**src/rtl/argmax_layer.sv**
```systemverilog
`default_nettype none
// ============================================================================
//  Module      : argmax_layer
//  Description : Final BNN classification stage. Receives ten 6-bit class
//                scores over the req/ack handshake, scans them one per cycle
//                for the highest score and the runner-up, and offers class
//                index, winning score and winning margin downstream.
//  Revision    : 1.0 - initial release
// ============================================================================
module argmax_layer (
    input  logic       clk,
    input  logic       xrst,
    input  logic [5:0] score0,
    input  logic [5:0] score1,
    input  logic [5:0] score2,
    input  logic [5:0] score3,
    input  logic [5:0] score4,
    input  logic [5:0] score5,
    input  logic [5:0] score6,
    input  logic [5:0] score7,
    input  logic [5:0] score8,
    input  logic [5:0] score9,
    input  logic       rcv_ack,
    output logic       rcv_req,
    input  logic       snd_req,
    output logic       snd_ack,
    output logic [3:0] class_out,
    output logic [5:0] max_out,
    output logic [5:0] margin_out
);

    typedef enum logic [2:0] {
        ST_WAIT     = 3'd0,
        ST_RCV      = 3'd1,
        ST_CALC     = 3'd2,
        ST_SND_WAIT = 3'd3,
        ST_SND      = 3'd4
    } state_t;

    localparam logic [3:0] LAST_IDX = 4'd9;

    state_t     state;
    logic [5:0] score_mem [10];
    logic [5:0] best;
    logic [5:0] second;
    logic [3:0] best_idx;
    logic [3:0] idx;

    logic [5:0] cur;
    logic [5:0] best_nx;
    logic [5:0] second_nx;
    logic [3:0] best_idx_nx;

    // Select the score under scan; idx never leaves 0..9 in normal operation
    always_comb begin
        cur = 6'd0;
        case (idx)
            4'd0:    cur = score_mem[0];
            4'd1:    cur = score_mem[1];
            4'd2:    cur = score_mem[2];
            4'd3:    cur = score_mem[3];
            4'd4:    cur = score_mem[4];
            4'd5:    cur = score_mem[5];
            4'd6:    cur = score_mem[6];
            4'd7:    cur = score_mem[7];
            4'd8:    cur = score_mem[8];
            4'd9:    cur = score_mem[9];
            default: cur = 6'd0;
        endcase
    end

    // One scan step: strict compares so the lowest index wins a tie and the
    // tied value drops into second, giving a zero margin
    always_comb begin
        best_nx     = best;
        second_nx   = second;
        best_idx_nx = best_idx;
        if (idx == 4'd0) begin
            best_nx     = cur;
            second_nx   = 6'd0;
            best_idx_nx = 4'd0;
        end else if (cur > best) begin
            second_nx   = best;
            best_nx     = cur;
            best_idx_nx = idx;
        end else if (cur > second) begin
            second_nx   = cur;
        end
    end

    // Control FSM, score capture, scan registers and registered result/handshake outputs
    always_ff @(posedge clk or negedge xrst) begin
        if (!xrst) begin
            state      <= ST_WAIT;
            rcv_req    <= 1'b1;
            snd_ack    <= 1'b0;
            class_out  <= 4'd0;
            max_out    <= 6'd0;
            margin_out <= 6'd0;
            best       <= 6'd0;
            second     <= 6'd0;
            best_idx   <= 4'd0;
            idx        <= 4'd0;
            for (int i = 0; i < 10; i++) begin
                score_mem[i] <= 6'd0;
            end
        end else begin
            case (state)
                ST_WAIT: begin
                    if (rcv_ack) begin
                        state   <= ST_RCV;
                        rcv_req <= 1'b0;
                    end
                end
                ST_RCV: begin
                    score_mem[0] <= score0;
                    score_mem[1] <= score1;
                    score_mem[2] <= score2;
                    score_mem[3] <= score3;
                    score_mem[4] <= score4;
                    score_mem[5] <= score5;
                    score_mem[6] <= score6;
                    score_mem[7] <= score7;
                    score_mem[8] <= score8;
                    score_mem[9] <= score9;
                    idx          <= 4'd0;
                    state        <= ST_CALC;
                end
                ST_CALC: begin
                    best     <= best_nx;
                    second   <= second_nx;
                    best_idx <= best_idx_nx;
                    if (idx == LAST_IDX) begin
                        // Commit from the next-values so the last score counts
                        class_out  <= best_idx_nx;
                        max_out    <= best_nx;
                        margin_out <= best_nx - second_nx;
                        idx        <= 4'd0;
                        state      <= ST_SND_WAIT;
                    end else begin
                        idx <= idx + 4'd1;
                    end
                end
                ST_SND_WAIT: begin
                    if (snd_req) begin
                        state   <= ST_SND;
                        snd_ack <= 1'b1;
                    end
                end
                ST_SND: begin
                    if (!snd_req) begin
                        state   <= ST_WAIT;
                        snd_ack <= 1'b0;
                        rcv_req <= 1'b1;
                    end
                end
                default: begin
                    state   <= ST_WAIT;
                    rcv_req <= 1'b1;
                    snd_ack <= 1'b0;
                end
            endcase
        end
    end

endmodule
`default_nettype wire
```
**config.mk**
```make
export PLATFORM = sky130hd
export DESIGN_NAME = argmax_layer
export DESIGN_NICKNAME = d
export VERILOG_FILES = /design/src/rtl/argmax_layer.sv
export SDC_FILE = /design/constraint.sdc
export NUM_CORES = 1
export LEC_CHECK = 0
export CORE_ASPECT_RATIO = 2
export CORE_MARGIN = 4
export CORE_UTILIZATION = 45
export DETAILED_ROUTE_END_ITERATION = 12
export PLACE_DENSITY = 0.69
export SETUP_SLACK_MARGIN = 0.3
export SLEW_MARGIN = 30
export SYNTH_ARGS = -nofsm -noshare
export SYNTH_HDL_FRONTEND = slang
export SYNTH_SLANG_ARGS = --single-unit
```
**constraint.sdc**
```tcl
create_clock -name clk -period 5.7 [get_ports clk]
set_clock_uncertainty 0.2 [all_clocks]
set_input_delay 1.14 -clock clk [delete_from_list [all_inputs] [get_ports clk]]
set_output_delay 1.14 -clock clk [all_outputs]
set_load 0.005 [all_outputs]
```
-- Yosys cells after proc, flatten, opt, wreduce, memory -nomap -nowiden
Index checks and enable logic that the tools add are counted.
- add/sub/neg operators: 2
- $lt $le $gt $ge: 2
- eq/ne operators: 17
- multiplexer cells: 21
- bitwise operators: 2
- reduce and logical (&&, ||, !) cells: 9
- operators with widths (operator ; count):
    $pmux W6 S10 ; 1
    $mux W6 ; 5
    $eq A4 B3 Y1 const B ; 4
    $pmux W3 S5 ; 1
    $gt A6 B6 Y1 ; 2
    $mux W3 ; 4
    $mux W4 ; 3
    $eq A4 B2 Y1 const B ; 2
    $eq A4 B4 Y1 const B ; 2
    $ne A2 B2 Y1 const B ; 4
    $pmux W4 S2 ; 1
    $eq A3 B2 Y1 const B ; 2
    $pmux W1 S3 ; 2
    $reduce_and A3 Y1 ; 2
    $reduce_or A3 Y1 ; 2
    $sub A6 B6 Y6 ; 1
    $add A4 B1 Y4 const B ; 1
    $eq A4 B1 Y1 const B ; 1
    $logic_not A4 Y1 ; 1
    $mux W1 ; 4
    $reduce_and A4 Y1 ; 1
    $eq A3 B1 Y1 const B ; 1
    $eq A3 B3 Y1 const B ; 1
    $logic_not A3 Y1 ; 1
    3 further kinds ; 4
- bits in registers: 101
- input port bits: 64
- output and inout port bits: 18

-- Longest topological paths before layout
Gate-level depths: netlist (run 1).
- word-level depth: 7
- depth in mapped cells: 24
- depth with buffers taken out: 20

-- Worst setup path before layout (run 1)
OpenSTA, ideal clock, no wires.
- path kind: register to register
- from: register idx[0]
- to: register margin_out[5]
- setup time: 76 ps
- arrival time: 4596 ps
- slack: 827 ps
- cell stages (with the launch flop): 22
- period minus slack after synthesis: 4873 ps
- cells stage by stage: dfrtp_1 > clkbuf_1 > mux2_2 > a221o_1 > a221o_1 > ha_1 > nand4_1 > a21oi_1 > o32a_1 > buf_6 > or2_1 > buf_6 > mux2i_1 > inv_1 > ha_1 > nor2b_1 > o21ai_0 > nand2b_1 > a21o_1 > a21oi_1 > xnor3_1 > o21ai_1
- RTL lines (what ; line ; RTL):
    start: declaration ; 47 ; logic [3:0] idx;
    start signal: assignment ; 141 ; idx <= idx + 4'd1;
    $eq A4 B4 Y1 (tied with other cells) ; 57 ; case (idx)
    $pmux W6 S10 ; 57 ;
    $gt A6 B6 Y1 ; 82 ; end else if (cur > best) begin
    $mux W6 ; 82 ;
    $mux W6 * ; 78 ; if (idx == 4'd0) begin
    via best_nx[1] ; 50 ; logic [5:0] best_nx;
    $sub A6 B6 Y6 * ; 137 ; margin_out <= best_nx - second_nx;
    end signal: assignment ; 137 ;
    end: declaration ; 29 ; output logic [5:0] margin_out
The timed path passes the listed nets; every way through them passes the cells marked *.
A chain may end at the register's enable or synchronous reset.

-- Worst setup path after layout (run 1)
Ends and elaborated chain as after synthesis.

==> impl_metrics.csv, run 1 <==
group,metric,value,unit
status,outcome,"finished, final reports clean",
sta,finalMaxSlewViolations,0,
sta,finalSetupViolations,0,
layout,drive_gt1_share,19.3,%
clock_network,post-cts-setup-buffers,0,
global_routing,grt_max_degree,63,
clock_network,root_buffer,"clkbuf_16",
sta,finalCriticalPeriod,5.10,ns
logic_synthesis,synthMostInstantiatedCell,"dfrtp_1",
global_routing,track_usage,19.0,%
clock_network,cts_buffers,9,
critical_path,critPathRequiredTime,5.77,ns
floorplanning,fp.dieH,161,um
global_routing,grt_pass1_vias,4062,
logic_synthesis,synth_warnings,0,
floorplanning,fp.dieW,84.3,um
logic_synthesis,synthTopCellsByCount,"dfrtp_1 (100), mux2_2 (67), nand2_1 (57), o21ai_0 (41)",
logic_synthesis,syn_area_per_cell,10.9,um^2
critical_path,path_class,"flop to flop",
logic_synthesis,synth-edff-count,0,
critical_path,cp_num_buf_inv,2,
critical_path,crit_arrival,5.17,ns
clock_network,hold_buffers,0,
floorplanning,rows,55,
drt,drc,0,
sta,hold_violations,0,
floorplanning,die_area,13600,um^2
sta,rsz0062_at_grt,"no",
critical_path,path_max_fanout,15,
critical_path,reg2reg_slack,0.60,ns
logic_synthesis,synth.distinct_cells,64,
critical_path,cp_slowest_cell,"dfrtp_1",
drt,dr.pass1.iters,4,
drt,vias_per_cell,5.53,
layout,fin_cells,702,
sta,slew_headroom,43.4,%
sta,finalCritPeriodShare,89.4,%
floorplanning,coreArea,11400,um^2
place,io_buffers,81,
clock_network,insertion_delay,0.35,ns
critical_path,cp-end-kind,"flop",
logic_synthesis,synthesis.area,5250,um^2
global_routing,antenna_found_initial,0,
global_routing,gr-total-overflow,0,
logic_synthesis,synth_top_cell_by_area,"dfrtp_1",
clock_network,htreeDepth,3,
critical_path,cp-start-kind,"flop",
drt,ant_nets,0,
clock_network,cts.clk_slew.worst_paths,0.07,ns
clock_network,cts.sinks,101,
drt,route.vias.total,3879,
layout,area_growth_syn_to_layout,24.5,%
sta,max_slew.worst_pin.slew,0.847,ns
logic_synthesis,yosys-top-cells-area,"dfrtp_1 (48%), mux2_2 (14%), nand2_1 (4.1%)",
place,dp_cells,686,
logic_synthesis,ys_ff_latch,101,
sta,fin_tns_setup,0,ns
drt,drt_iter0_markers,172,
logic_synthesis,synthCells,479,
critical_path,critPathTopFamily,"compound AO/OA/AOI/OAI gates",
sta,max_freq,196,MHz
place,gp_congestion,0.888,
clock_network,cts_tree,"built",
layout,diodes,0,
floorplanning,start_util,46.2,%
floorplanning,ios,82,
global_routing,grt_pass1_wl,20200,um
layout,fin_util,57.5,%
drt,wire_per_inst,18.0,um
logic_synthesis,syn-num-nets,561,
place,hpwl,9520,um
critical_path,slowest_delay,0.64,ns
logic_synthesis,synthFlopType,"dfrtp_1",
run,maxCapViolations,0,
critical_path,crit_chain,"buf_4, mux4_2, o221ai_1, ha_1, nand2b_1, a21oi_1, o32a_1, or2_1, mux2i_1, inv_1, ha_1, nor2b_1, o21ai_0, nand2b_1, a21o_1, a21oi_1, xnor3_1, o21ai_1",
logic_synthesis,yosysSeqAreaShare,48.2,%
clock_network,cts.path.max_buffers,2,
logic_synthesis,synth_top_area_share,47.7,%
layout,nets,637,
logic_synthesis,async_flop_share,100,%
drt,wl,12600,um
min_path,hp-class,"flop to flop",
sta,holdWs,0.282,ns
==> cells in the final DEF (no fill, tap or decap), drive strengths merged, types with 3 or more instances in the layout <==
cell,Yosys,final
dfrtp,100,100
clkdlybuf4s50,0,80
mux2,67,67
nand2,57,57
o21ai,48,48
inv,22,24
mux2i,21,21
ha,17,17
buf,8,15
nor2,15,15
clkbuf,22,10
nand3b,9,9
a21oi,8,8
nand2b,6,6
nor2b,6,6
o22ai,6,6
a21o,5,5
nor4,4,4
and3b,3,3
nor3b,3,3
==> worst register-to-register path: cells and delay by family (launching register included) <==
kind	cells	cell delay, ns
AO/OA/AOI/OAI	7	1.51
XOR/XNOR	1	0.23
adder cells (fa/ha/maj)	2	0.65
buffers and inverters	2	0.35
flip-flops	1	0.64
multiplexers	2	0.77
AND/OR/NAND/NOR	4	0.68
==> metal layers <==
metal | track usage [%] | part of all wire, % | vias to the layer above | wire length, um
met2 | 35.0 | 56 | 110 | 7010
met4 | 8.50 | 2.9 | 0 | 361
met3 | 3.44 | 3.8 | 23 | 480
li1 | - | - | 1847 | -
met5 | 0 | 0 | - | 0
met1 | 20.8 | 38 | 1899 | 4770
==> repair_timing <==
| item | 4_1_cts | 5_1_grt |
|---|---|---|
| hold endpoints to repair | 0 | 0 |
| setup endpoints to repair | 0 | 1 |
| resized for setup | 0 | 1 |
==> stage by stage <==
step / cell area (um^2) / setup WS [ns]
4_1_cts: 6530 / 0.567
5_1_grt: 6530 / 0.311
3_3_place_gp: 6200 / 0.681
3_5_place_dp: 6200 / 0.582
2_1_floorplan: 5250 / 0.827
6_report: 6530 / 0.602
==> path summary, 6_finish.rpt <==
| check | cells after the start | endpoint | from |
|---|---|---|---|
| setup / recovery | 18 | margin_out[5] | idx[0] |
| hold / removal | 2 | margin_out[3] | margin_out[3] |
| setup reg to reg | 18 | margin_out[5] | idx[0] |
| hold reg to reg | 2 | margin_out[3] | margin_out[3] |
| max in group asynchronous | 2 | idx[2] | xrst |
| min in group asynchronous | 1 | class_out[3] | xrst |
==> flip-flops by register name, indices dropped and copies added, names as in the netlist <==
signal / cells
best: 6
best_idx: 4
class_out: 4
idx: 4
margin_out: 6
max_out: 6
rcv_req: 1
score_mem: 60
second: 6
snd_ack: 1
state: 3
==> layout make-up <==
type | count | area, um^2
fillers | 972 | 4820
clock inverters | 6 | 93.8
multi-input cells | 326 | 2500
well taps | 142 | 178
flip-flops and latches | 101 | 2530
clock buffers | 10 | 229
repair buffers | 95 | 913
inverters | 22 | 82.6
==> cell families after synthesis <==
group	synth area share [%]
buffers and inverters	4.17
AOI/OAI and AO/OA	10.4
xor gates and xnor gates	1.10
adders and majority gates	4.44
and+or+nand+nor	12.2
muxes	19.5
DFF	48.2
Power of run 1 is not shown: default switching activity piles up to over one toggle a cycle in this logic, so the estimate is an artifact.
==> run 2, diff against run 1 <==
--- a/config.mk
+++ b/config.mk
@@ -7,9 +7,9 @@
 export LEC_CHECK = 0
 export CORE_ASPECT_RATIO = 2
 export CORE_MARGIN = 4
-export CORE_UTILIZATION = 45
+export CORE_UTILIZATION = 46
 export DETAILED_ROUTE_END_ITERATION = 12
-export PLACE_DENSITY = 0.69
+export PLACE_DENSITY = 0.7
 export SETUP_SLACK_MARGIN = 0.3
 export SLEW_MARGIN = 30
 export SYNTH_ARGS = -nofsm -noshare
==> run 2 against run 1 <==
  * Fmax up 2.6%
  * Cell count is 0.71% lower
  * Routed wire length decreased by 2.0%
  * Setup slack better by 0.13 ns
  * Clock-buffer cell count unchanged
  * Hold slack got worse by 0.0034 ns
  * First-iteration DRC count down 29%
  * Utilization increased by 1.1 points
  * Sequential share of layout area increased by 0.46 points
  * Via count is 1.3% lower
  * Flip-flop and latch count unchanged
  * Register-to-register slack better by 0.13 ns
  * Largest cell class unchanged
==> impl_metrics.csv, run 2 (synthesis gave the netlist of run 1 again) <==
group,metric,value,unit
critical_path,worst_path_most_repeated_cell,"ha_1",
floorplanning,fp.dieW,83.5,um
critical_path,critPathTopFamily,"compound AO/OA/AOI/OAI gates",
place,io_buffers,81,
drt,highest_layer,"met4",
sta,fin_tns_setup,0,ns
sta,rsz0062_at_grt,"no",
status,outcome,"finished, final reports clean",
layout,nets,634,
layout,drive_gt1_share,18.9,%
floorplanning,rows,54,
sta,slew_headroom,41.9,%
critical_path,cp-end-kind,"flop",
clock_network,htreeDepth,3,
clock_network,cts.sinks,101,
critical_path,crit_arrival,5.03,ns
floorplanning,coreArea,11000,um^2
critical_path,cp-start-kind,"flop",
floorplanning,start_util,47.6,%
sta,finalCriticalPeriod,4.97,ns
place,pre_cts_slack,0.544,ns
sta,finalSetupViolations,0,
critical_path,critPathRequiredTime,5.76,ns
floorplanning,fp.dieH,159,um
drt,drc,0,
critical_path,path_max_fanout,22,
drt,route.vias.total,3827,
layout,seq_area,2530,um^2
clock_network,cts_tree,"built",
critical_path,slowest_delay,0.76,ns
clock_network,insertion_delay,0.35,ns
floorplanning,ios,82,
drt,ant_nets,0,
layout,final_cell_mix,"dfrtp_1 (98), clkdlybuf4s50_1 (80), mux2_2 (67)",
critical_path,path_class,"flop to flop",
layout,diodes,0,
layout,multi_input_area,2500,um^2
sta,hold_violations,0,
layout,area_growth_syn_to_layout,23.1,%
place,hpwl,9610,um
global_routing,grt_pass1_vias,4037,
clock_network,cts.path.max_buffers,2,
place,gp_congestion,0.845,
layout,largest-register,"score_mem",
critical_path,cp_num_buf_inv,1,
layout,filler_cell_count,964,
global_routing,gr-total-overflow,0,
critical_path,r2r-start,"idx[3]",
sta,finalMaxSlewViolations,0,
min_path,min-delay-start,"margin_out[1]",
drt,drt_iter0_markers,122,
critical_path,crit_chain,"mux2_2, a32o_1, a2111o_1, ha_1, a211oi_1, nor2_1, o32a_1, or2_1, buf_4, mux2i_1, ha_1, nor2b_1, o21ai_0, nand2b_1, a21o_1, a21oi_1, xnor3_1, o21ai_1",
global_routing,antenna_found_initial,0,
drt,vias_per_cell,5.49,
drt,wl_met1,4550,um
run,maxCapViolations,0,
drt,wl_met3,372,um
critical_path,reg2reg_slack,0.73,ns
critical_path,cp_slowest_cell,"dfrtp_1",
layout,layout_commonest_cell,"dfrtp_1",
sta,finalCritPeriodShare,87.2,%
drt,dr.pass1.iters,4,
drt,wire_per_inst,17.8,um
sta,max_freq,201,MHz
sta,setup_ws,0.731,ns
floorplanning,die_area,13300,um^2
clock_network,root_buffer,"clkbuf_16",
drt,wl,12400,um
drt,routed-wl-met2,7100,um
critical_path,rr_endpoint,"margin_out[5]",
clock_network,cts_buffers,9,
global_routing,grt_pass1_wl,20000,um
min_path,whs_path_depth,2,
layout,largest_reg_flops,60,
global_routing,track_usage,18.9,%
clock_network,hold_buffers,0,
min_path,min_to,"margin_out[1]",
clock_network,cts.clk_slew.worst_paths,0.07,ns
global_routing,grt_max_degree,63,
critical_path,reg2reg_depth,18,
sta,max_slew.worst_pin.slew,0.869,ns
min_path,hp-class,"flop to flop",
## run 2: worst max-delay path by stage
stage | from | to | cells after the start
6_report | idx[3] | margin_out[5] | 18
5_1_grt | idx[3] | margin_out[5] | 18
4_1_cts | idx[2] | margin_out[5] | 18
3_5_place_dp | idx[2] | margin_out[5] | 18
3_3_place_gp | idx[2] | margin_out[5] | 18
2_1_floorplan | idx[0] | margin_out[5] | 21
## run 2: area by class of cell
cell class                      instances  area share, %
Clock buffer                           10           3.55
Tap cell                              140           2.71
Multi-Input combinational cell        326           38.8
Sequential cell                       101           39.2
Clock inverter                          6          0.717
Inverter                               22           1.28
Timing Repair Buffer                   92           13.8
## run 2: routing by layer
metal  vias up  global-route usage [%]
li1       1850                       -
met1      1883                    20.0
met2        72                    36.1
met3        22                    3.42
met4         0                    7.32
met5         -                       0
## run 2: tightest hold or removal path: cells and delay by family, from the launching register on
family | cells | cell delay, ns
AND/OR/NAND/NOR | 1 | 0.04
AO/OA/AOI/OAI | 1 | 0.06
flip-flops | 1 | 0.34
## run 2: metrics by stage
step / hold WS, ns / util [%] / cell area (um^2) / std cells
finish: 0.278 / 58.6 / 6460 / 697
global route: 0.298 / 58.6 / 6460 / 697
CTS: 0.284 / 58.6 / 6450 / 697
detailed placement: 0.270 / 56.1 / 6180 / 681
global placement: 0.263 / 56.1 / 6180 / 681
floorplan: 0.256 / - / 5250 / 479
## run 2: repair_timing
item	4_1_cts	5_1_grt
endpoints found under the setup margin	0	2
buffers inserted	0	0
resized for setup	0	2
Power of run 2 is left out for the same reason.
==> run 3, diff against run 2 <==
--- a/config.mk
+++ b/config.mk
@@ -9,6 +9,7 @@
 export CORE_MARGIN = 4
 export CORE_UTILIZATION = 46
 export DETAILED_ROUTE_END_ITERATION = 12
+export MAX_ROUTING_LAYER = met4
 export PLACE_DENSITY = 0.7
 export SETUP_SLACK_MARGIN = 0.3
 export SLEW_MARGIN = 30
==> run 3 against run 2 <==
  * Flip-flop and latch count unchanged
  * Critical path depth unchanged
  * Die area unchanged
  * First-iteration DRC count up 30%
  * Sequential share of layout area about the same
==> impl_metrics.csv, run 3 (synthesis gave the netlist of run 1 again) <==
group,metric,value,unit
status,outcome,"finished, final reports clean",
floorplanning,start_util,47.6,%
sta,finalCriticalPeriod,5.10,ns
sta,slew_headroom,41.7,%
layout,nets,634,
global_routing,track_usage,19.6,%
drt,route.vias.total,3794,
layout,final_cell_mix,"dfrtp_1 (97), clkdlybuf4s50_1 (80), mux2_2 (67)",
critical_path,path_max_fanout,15,
global_routing,gr-total-overflow,0,
global_routing,antenna_found_initial,0,
critical_path,cp-endpoint,"margin_out[5]",
clock_network,cts.clk_slew.worst_paths,0.07,ns
critical_path,worstSetupStartpoint,"idx[1]",
critical_path,r2r-start,"idx[1]",
critical_path,reg2reg_slack,0.60,ns
drt,wire_per_inst,17.5,um
critical_path,cp-end-kind,"flop",
layout,filler_cell_count,944,
layout,layout_commonest_cell,"dfrtp_1",
critical_path,cp-start-kind,"flop",
drt,drc,0,
critical_path,reg2reg_depth,18,
drt,wl,12200,um
layout,largest_reg_flops,60,
sta,finalMaxSlewViolations,0,
critical_path,rr_endpoint,"margin_out[5]",
drt,wl_met1,4600,um
critical_path,path_class,"flop to flop",
layout,area_growth_syn_to_layout,23.2,%
critical_path,critPathRequiredTime,5.76,ns
sta,rsz0062_at_grt,"no",
floorplanning,ios,82,
global_routing,grt_pass1_wl,20200,um
clock_network,cts_tree,"built",
sta,finalCritPeriodShare,89.5,%
clock_network,insertion_delay,0.35,ns
place,hpwl,9310,um
layout,largest-register,"score_mem",
clock_network,cts.sinks,101,
clock_network,cts_buffers,9,
sta,max_freq,196,MHz
floorplanning,rows,54,
clock_network,root_buffer,"clkbuf_16",
place,io_buffers,81,
clock_network,htreeDepth,3,
min_path,hp-class,"flop to flop",
global_routing,grt_pass1_vias,4086,
floorplanning,fp.dieW,83.5,um
drt,routed-wl-met2,6970,um
sta,finalSetupViolations,0,
sta,fin_tns_setup,0,ns
drt,drt_iter0_markers,159,
floorplanning,die_area,13300,um^2
run,maxCapViolations,0,
drt,dr.pass1.iters,6,
critical_path,crit_arrival,5.16,ns
drt,vias_per_cell,5.44,
floorplanning,coreArea,11000,um^2
clock_network,hold_buffers,0,
layout,drive_gt1_share,19.0,%
drt,highest_layer,"met4",
clock_network,cts.path.max_buffers,2,
sta,max_slew.worst_pin.slew,0.872,ns
global_routing,grt_max_degree,63,
drt,ant_nets,0,
sta,hold_violations,0,
layout,diodes,0,
drt,wl_met3,357,um
floorplanning,fp.dieH,159,um
place,gp_congestion,0.842,
==> run 3: cell types whose count changed in the layout (fill, tap and decap cells not counted) <==
cell,previous run,this run
dfrtp_1,98,97
inv_8,0,1
inv_6,2,1
dfrtp_2,2,3
clkinv_4,1,0
clkinvlp_4,2,3
==> run 3: metrics by stage <==
stage	hold slack, ns	area [um^2]	cells	setup WS, ns	util, %
after global placement	0.261	6180	681	0.644	56.1
after detailed placement	0.269	6180	681	0.517	56.1
final	0.277	6460	697	0.597	58.7
after global routing	0.314	6460	697	0.315	58.7
after CTS	0.284	6460	697	0.515	58.6
after floorplan	0.256	5250	479	0.827	-
==> run 3: critical path, cell delays in order, from the launching register on <==
cell and delay [ns]:
dfrtp_1 0.74, mux2_2 0.42, a22o_1 0.20, a2111o_1 0.51, ha_1 0.22, a211oi_1 0.27, nor2_1 0.09, o32a_1 0.30
or2_1 0.24, buf_4 0.19, mux2i_1 0.27, inv_1 0.08, ha_1 0.34, o21ai_0 0.10, nand2b_1 0.11, a21o_1 0.20
a21oi_1 0.17, xnor3_1 0.24, o21ai_1 0.12
==> run 3: worst min path at each step <==
stage | from | endpoint | slack (ns) | depth (start not counted)
2_1_floorplan | best_idx[0] | best_idx[0] | 0.26 | 2
3_3_place_gp | margin_out[3] | margin_out[3] | 0.26 | 2
3_5_place_dp | margin_out[3] | margin_out[3] | 0.27 | 2
4_1_cts | margin_out[3] | margin_out[3] | 0.28 | 2
5_1_grt | class_out[3] | class_out[3] | 0.31 | 2
6_report | class_out[1] | class_out[1] | 0.28 | 2
==> run 3: cell type report <==
type | instances | area (um^2) | share of cell area, %
repair buffers | 92 | 891 | 13.8
multi-input cells | 326 | 2500 | 38.7
clock buffers | 10 | 229 | 3.54
inverters | 22 | 82.6 | 1.28
flip-flops and latches | 101 | 2530 | 39.2
well taps | 140 | 175 | 2.71
clock inverters | 6 | 47.5 | 0.736
==> run 3: repair_timing <==
item                                   CTS  global route
endpoints found under the hold margin    0             0
setup buffers                            0             0
setup endpoints to repair                0             1
gates resized for setup                  0             3
==> run 3: per-layer routing <==
layer | vias to the layer above | GRT usage (%)
met5 | - | -
met4 | 0 | 7.61
li1 | 1841 | -
met1 | 1857 | 20.7
met3 | 17 | 2.23
met2 | 79 | 36.7
Power of run 3 is left out for the same reason.
